--- config.mk ---
export PLATFORM = sky130hd
export DESIGN_NAME = pwm_ramp_ctrl_flat
export DESIGN_NICKNAME = d
export VERILOG_FILES = /design/src/rtl/pwm_ramp_ctrl_if.sv /design/src/rtl/pwm_ramp_ctrl.sv /design/src/flat_wrapper.sv
export SDC_FILE = /design/constraint.sdc
export NUM_CORES = 1
export LEC_CHECK = 0
export BUFFER_PORTS_ARGS = -buffer_cell sky130_fd_sc_hd__buf_2
export CAP_MARGIN = 20
export CORE_ASPECT_RATIO = 1.5
export CORE_MARGIN = 2
export CORE_UTILIZATION = 60
export DETAILED_ROUTE_END_ITERATION = 6
export HOLD_SLACK_MARGIN = 0.02
export PLACE_DENSITY = 0.77
export SYNTH_ARGS = -nofsm -noshare
export SYNTH_HDL_FRONTEND = slang
export SYNTH_SLANG_ARGS = --single-unit
--- constraint.sdc ---
create_clock -name clk -period 6.3 [get_ports clk]
set_input_delay 1.575 -clock clk [delete_from_list [all_inputs] [get_ports clk]]
set_output_delay 1.575 -clock clk [all_outputs]
set_load 0.03 [all_outputs]
--- src/rtl/pwm_ramp_ctrl_if.sv ---
// Command and status bundle for the PWM duty ramp controller.
// The master side offers target duty commands and observes the ramp status.
// The slave side is the controller itself.
interface pwm_ramp_ctrl_if;
    logic        cmd_valid;
    logic [25:0] cmd_duty;
    logic        cmd_ready;
    logic [25:0] duty_out;
    logic        period_tick;
    logic        busy;
    logic        done;

    modport master (
        output cmd_valid,
        output cmd_duty,
        input  cmd_ready,
        input  duty_out,
        input  period_tick,
        input  busy,
        input  done
    );

    modport slave (
        input  cmd_valid,
        input  cmd_duty,
        output cmd_ready,
        output duty_out,
        output period_tick,
        output busy,
        output done
    );
endinterface

--- src/rtl/pwm_ramp_ctrl.sv ---
// PWM duty ramp controller.
// Accepts a target duty, clamps it to the legal window, and walks duty_out
// toward it by at most STEP per PWM frame. Updates happen only at frame
// boundaries, so every frame sees one constant duty value.
module pwm_ramp_ctrl #(
    parameter int unsigned PERIOD   = 2000000,
    parameter int unsigned DUTY_MIN = 50000,
    parameter int unsigned DUTY_MAX = 240000,
    parameter int unsigned STEP     = 1000
) (
    input logic           clk,
    input logic           rst,
    pwm_ramp_ctrl_if.slave bus
);

    typedef enum logic {
        IDLE = 1'b0,
        RAMP = 1'b1
    } state_t;

    localparam logic [25:0]        PERIOD_W   = 26'(PERIOD);
    localparam logic [25:0]        DUTY_MIN_W = 26'(DUTY_MIN);
    localparam logic [25:0]        DUTY_MAX_W = 26'(DUTY_MAX);
    localparam logic [25:0]        STEP_W     = 26'(STEP);
    localparam logic signed [26:0] STEP_S     = 27'(STEP);

    logic [25:0]        counter_q, counter_d;
    state_t             state_q, state_d;
    logic [25:0]        duty_q, duty_d;
    logic [25:0]        target_q, target_d;
    logic               cmd_ready_q, cmd_ready_d;
    logic               busy_q, busy_d;
    logic               done_q, done_d;

    logic               period_tick;
    logic               accept;
    logic [25:0]        clamped;
    logic signed [26:0] diff;
    logic signed [26:0] diff_abs;

    assign period_tick = (counter_q == PERIOD_W);
    assign accept      = bus.cmd_valid && cmd_ready_q;

    // Clamp the offered target into the legal duty window.
    always_comb begin
        clamped = bus.cmd_duty;
        if (bus.cmd_duty < DUTY_MIN_W) begin
            clamped = DUTY_MIN_W;
        end else if (bus.cmd_duty > DUTY_MAX_W) begin
            clamped = DUTY_MAX_W;
        end
    end

    // Signed distance to the target; one extra bit keeps both directions exact.
    always_comb begin
        diff     = $signed({1'b0, target_q}) - $signed({1'b0, duty_q});
        diff_abs = (diff < 0) ? -diff : diff;
    end

    // Next-state logic for the frame counter, ramp FSM and registered outputs.
    // A command repeating the value just reached while done is already
    // pulsing is covered by that pulse, so done never stretches to two cycles.
    always_comb begin
        counter_d   = period_tick ? 26'd0 : counter_q + 26'd1;
        state_d     = state_q;
        duty_d      = duty_q;
        target_d    = target_q;
        cmd_ready_d = cmd_ready_q;
        busy_d      = busy_q;
        done_d      = 1'b0;
        case (state_q)
            IDLE: begin
                if (accept) begin
                    target_d = clamped;
                    if (clamped == duty_q) begin
                        done_d = !done_q;
                    end else begin
                        state_d     = RAMP;
                        cmd_ready_d = 1'b0;
                        busy_d      = 1'b1;
                    end
                end
            end
            RAMP: begin
                if (period_tick) begin
                    if (diff_abs <= STEP_S) begin
                        duty_d      = target_q;
                        state_d     = IDLE;
                        cmd_ready_d = 1'b1;
                        busy_d      = 1'b0;
                        done_d      = 1'b1;
                    end else if (diff < 0) begin
                        duty_d = duty_q - STEP_W;
                    end else begin
                        duty_d = duty_q + STEP_W;
                    end
                end
            end
            default: begin
                state_d = IDLE;
            end
        endcase
    end

    // State register; reset wins over any command or tick in the same cycle.
    always_ff @(posedge clk) begin
        if (rst) begin
            counter_q   <= 26'd0;
            state_q     <= IDLE;
            duty_q      <= DUTY_MIN_W;
            target_q    <= DUTY_MIN_W;
            cmd_ready_q <= 1'b1;
            busy_q      <= 1'b0;
            done_q      <= 1'b0;
        end else begin
            counter_q   <= counter_d;
            state_q     <= state_d;
            duty_q      <= duty_d;
            target_q    <= target_d;
            cmd_ready_q <= cmd_ready_d;
            busy_q      <= busy_d;
            done_q      <= done_d;
        end
    end

    assign bus.cmd_ready   = cmd_ready_q;
    assign bus.duty_out    = duty_q;
    assign bus.period_tick = period_tick;
    assign bus.busy        = busy_q;
    assign bus.done        = done_q;

endmodule

--- src/flat_wrapper.sv ---
// flat-port wrapper written by rule: the top's interface ports become plain ports
module pwm_ramp_ctrl_flat 
#(
    parameter int unsigned PERIOD   = 2000000,
    parameter int unsigned DUTY_MIN = 50000,
    parameter int unsigned DUTY_MAX = 240000,
    parameter int unsigned STEP     = 1000
)
  (clk, rst, bus_cmd_valid, bus_cmd_duty, bus_cmd_ready, bus_duty_out, bus_period_tick, bus_busy, bus_done);
  pwm_ramp_ctrl_if bus_i ();
  input logic clk;
  input logic rst;
  input wire logic [$bits(bus_i.cmd_valid)-1:0] bus_cmd_valid;
  input wire logic [$bits(bus_i.cmd_duty)-1:0] bus_cmd_duty;
  output wire logic [$bits(bus_i.cmd_ready)-1:0] bus_cmd_ready;
  output wire logic [$bits(bus_i.duty_out)-1:0] bus_duty_out;
  output wire logic [$bits(bus_i.period_tick)-1:0] bus_period_tick;
  output wire logic [$bits(bus_i.busy)-1:0] bus_busy;
  output wire logic [$bits(bus_i.done)-1:0] bus_done;
  assign bus_i.cmd_valid = bus_cmd_valid;
  assign bus_i.cmd_duty = bus_cmd_duty;
  assign bus_cmd_ready = bus_i.cmd_ready;
  assign bus_duty_out = bus_i.duty_out;
  assign bus_period_tick = bus_i.period_tick;
  assign bus_busy = bus_i.busy;
  assign bus_done = bus_i.done;
  pwm_ramp_ctrl #(.PERIOD(PERIOD), .DUTY_MIN(DUTY_MIN), .DUTY_MAX(DUTY_MAX), .STEP(STEP)) u_core (.clk(clk), .rst(rst), .bus(bus_i));
endmodule
==> run summary <==
First-pass GRT wire length: 36.5 mm
DRT iter0 DRCs: 522
Post-synth cell types: 83
Most frequent cell after synthesis: nor2_1
RD Place Congestion: 0.945
CP Cell Sequence: ha_1 -> inv_1 -> fa_1 -> a21o_1 -> a221oi_4 -> nor3_2 -> or2_1 -> a211o_1 -> o21ba_2 -> buf_4 -> ha_1 -> nor2b_1 -> o21ai_1 -> a21boi_0 -> o211ai_1 -> a21oi_1 -> o31a_1 -> a211o_1 -> a21oi_1 -> o21ai_0 -> xnor2_1 -> nand4_1 -> a31oi_1
Pin slew with the least headroom to its limit: 1.05 ns
IO buf count: 58
Sequential cell area fraction in the yosys report: 21.6%
Vias/cell: 6.61
Top cells by count, synth: nor2_1 (95), a21oi_1 (83), dfxtp_1 (82)
Layout fillers: 1,163
Synth-to-layout area growth: 8.95%
Overall power: 1.77 mW
Initial antenna violation count: 1
Final core utilization: 66.6%
Leakage: 3.38 nW
I/O pins: 59
Crit start category: flip-flop
Seq. cell area: 1640 um^2
Final Setup Violations: 0
Final Max Tran Viols: 0
Starting Density: 61.1%
Drt drc: 0
RSZ-0062 raised after global routing: no
Worst slew margin: 29.9%
Area contributors post-synth: dfxtp_1 (22%), ha_1 (8.2%), a21oi_1 (5.5%)
Detailed Routing Iterations Pass 1: 6
Status: completed
Number of global-route vias before repair: 7,562
Clk root buf: clkbuf_16
Core area: 12,400 um^2
Syn nets: 1,102
Worst VDD drop: 0.190 mV
CTS H-Tree Depth: 3
Cell count after synthesis: 1,021
Buffers inserted by post-CTS timing repair: 0
Ant. Diodes: 0
Nets: 1,133
Multi-input logic area: 5570 um^2
Layout cells sized above 1: 10.7%
Post-Syn Area: 7610 um^2
Hold Path Depth: 2
Worst reg-to-reg path cell count: 23
DR WL/cell: 18.5 um
Setup crit start: u_core.bus.duty_out[0]
Die area: 13,600 um^2
Worst hold slack: 0.480 ns
Async set-reset flop share out of synthesis: 0%
Chip Width: 95.9 um
DRT antenna net count: 0
Total wire length: 22.4 mm
Worst R2R Setup Slack: 0.46 ns
Max Freq: 0.171 GHz
Tcrit/Tclk final: 92.7%
Pin count of the biggest net entering global routing: 54
R2R Path End: u_core.bus.duty_out[25]
HP Class: reg -> reg
Die Y: 142 um
TritonCTS buffer count: 9
Worst R2R Start: u_core.bus.duty_out[0]
Synth warnings: 0
CP required: 6.56 ns
Critical path endpoint: u_core.bus.duty_out[25]
Worst skew pair latency: 0.35 ns
Clk buf depth: 2
Clock skew: 0.00766 ns
Peak fanout along the critical path: 18
Final hold violation count: 0
Number of synthesized flops with an enable pin: 0
Final setup TNS: 0 ns
GRT Util Overall: 33.9%
CP Data Arrival Time: 6.10 ns
Setup CP Type: reg -> reg
DP HPWL: 16.8 mm
FF+latch count, synth: 82
Worst stage delay on the critical path: 0.41 ns
FP Rows: 50
Yosys top cell by area: dfxtp_1
Top_reg_cell synth: dfxtp_1
Max_cap viols: 0
CP Capture Type: flip-flop
GRT Residual Overflow: 0
CTS Sinks: 82
Synth Area per Inst: 7.45 um^2
Power per Cell Area: 214 nW/um^2
Vias: 8,013
Synth top area share: 21.6%
Crit path max-delay cell type: dfxtp_1
Clk slew on worst S/H paths: 0.07 ns
CTS tree: built
Final Critical Period: 5.84 ns
[per-layer routing]
layer	track usage [%]	routed length, um	vias up
met5	0	12	-
met4	16.8	1170	2
met3	5.95	1410	86
met2	58.3	11100	316
met1	39.6	8750	3752
li1	-	-	3857
[where the power goes]
| group | leakage [nW] | total, mW | internal [mW] | switching [mW] |
|---|---|---|---|---|
| combinational | 2.56 | 0.682 | 0.272 | 0.410 |
| clock | 0.151 | 0.550 | 0.323 | 0.228 |
| sequential | 0.664 | 0.540 | 0.528 | 0.0116 |
| total | 3.38 | 1.77 | 1.12 | 0.649 |
[critical path: cells and delay by family, from the launching register on]
kind	cells	cell delay (ns)
buffers and inverters	2	0.27
AND/OR/NAND/NOR	4	0.69
flip-flops	1	0.41
adder cells (fa/ha/maj)	3	0.93
AO/OA/AOI/OAI	13	3.27
XOR/XNOR	1	0.18
[cells in the final DEF (no fill, tap or decap), drive strengths merged, types with 40 or more instances in the layout]
cell,netlist,routed
buf,8,69
inv,53,56
dfxtp,82,82
nor2,95,95
nand2,76,76
o21ai,40,40
xnor2,41,41
nand3,45,45
ha,50,50
a21oi,84,84
[what timing repair did]
action / in CTS / in global routing
hold buffers: 0 / 0
resized for setup: 0 / 1
endpoints found under the setup margin: 0 / 1
[how the worst min path moves through the flow]
stage | startpoint | end | slack [ns]
CTS | u_core.target_q[0] | u_core.target_q[0] | 0.48
detailed placement | u_core.target_q[0] | u_core.target_q[0] | 0.47
finish | u_core.target_q[0] | u_core.target_q[0] | 0.48
global placement | u_core.target_q[0] | u_core.target_q[0] | 0.45
floorplan | u_core.target_q[0] | u_core.target_q[0] | 0.44
global route | u_core.target_q[24] | u_core.target_q[24] | 0.49
[logic make-up (layout without fill, tap and decap cells)]
| kind of cell | count (synthesis) | count (layout) | synth area share (%) |
|---|---|---|---|
| AOI/OAI and AO/OA | 292 | 292 | 26.8 |
| xor gates and xnor gates | 71 | 71 | 8.17 |
| adders and majority gates | 52 | 52 | 8.75 |
| buffers and inverters | 102 | 138 | 5.21 |
| DFF | 82 | 82 | 21.6 |
| muxes | 15 | 15 | 2.02 |
| and+or+nand+nor | 407 | 407 | 27.5 |
[state kept, by name, summed over array words and instances, names as in the netlist]
register / flops
u_core.bus.cmd_ready: 1
u_core.bus.duty_out: 26
u_core.state_q: 1
u_core.target_q: 26
u_core.bus.done: 1
u_core.bus.busy: 1
u_core.counter_q: 26
[metrics by stage]
step           cell area, um^2  cells  setup slack, ns
6_report                  8290   1213            0.461
5_1_grt                   8290   1213           0.0305
4_1_cts                   8290   1213            0.445
3_5_place_dp              7980   1197            0.567
3_3_place_gp              7980   1197            0.657
2_1_floorplan             7610   1021            0.221
[cell type report]
class	count	area share, %
Tap cell	156	2.35
Clock inverter	6	0.860
Sequential cell	82	19.8
Clock buffer	10	2.88
Timing Repair Buffer	69	4.50
Multi-Input combinational cell	837	67.2
Inverter	53	2.40
Note: power is estimated with default switching activity, not from simulation.
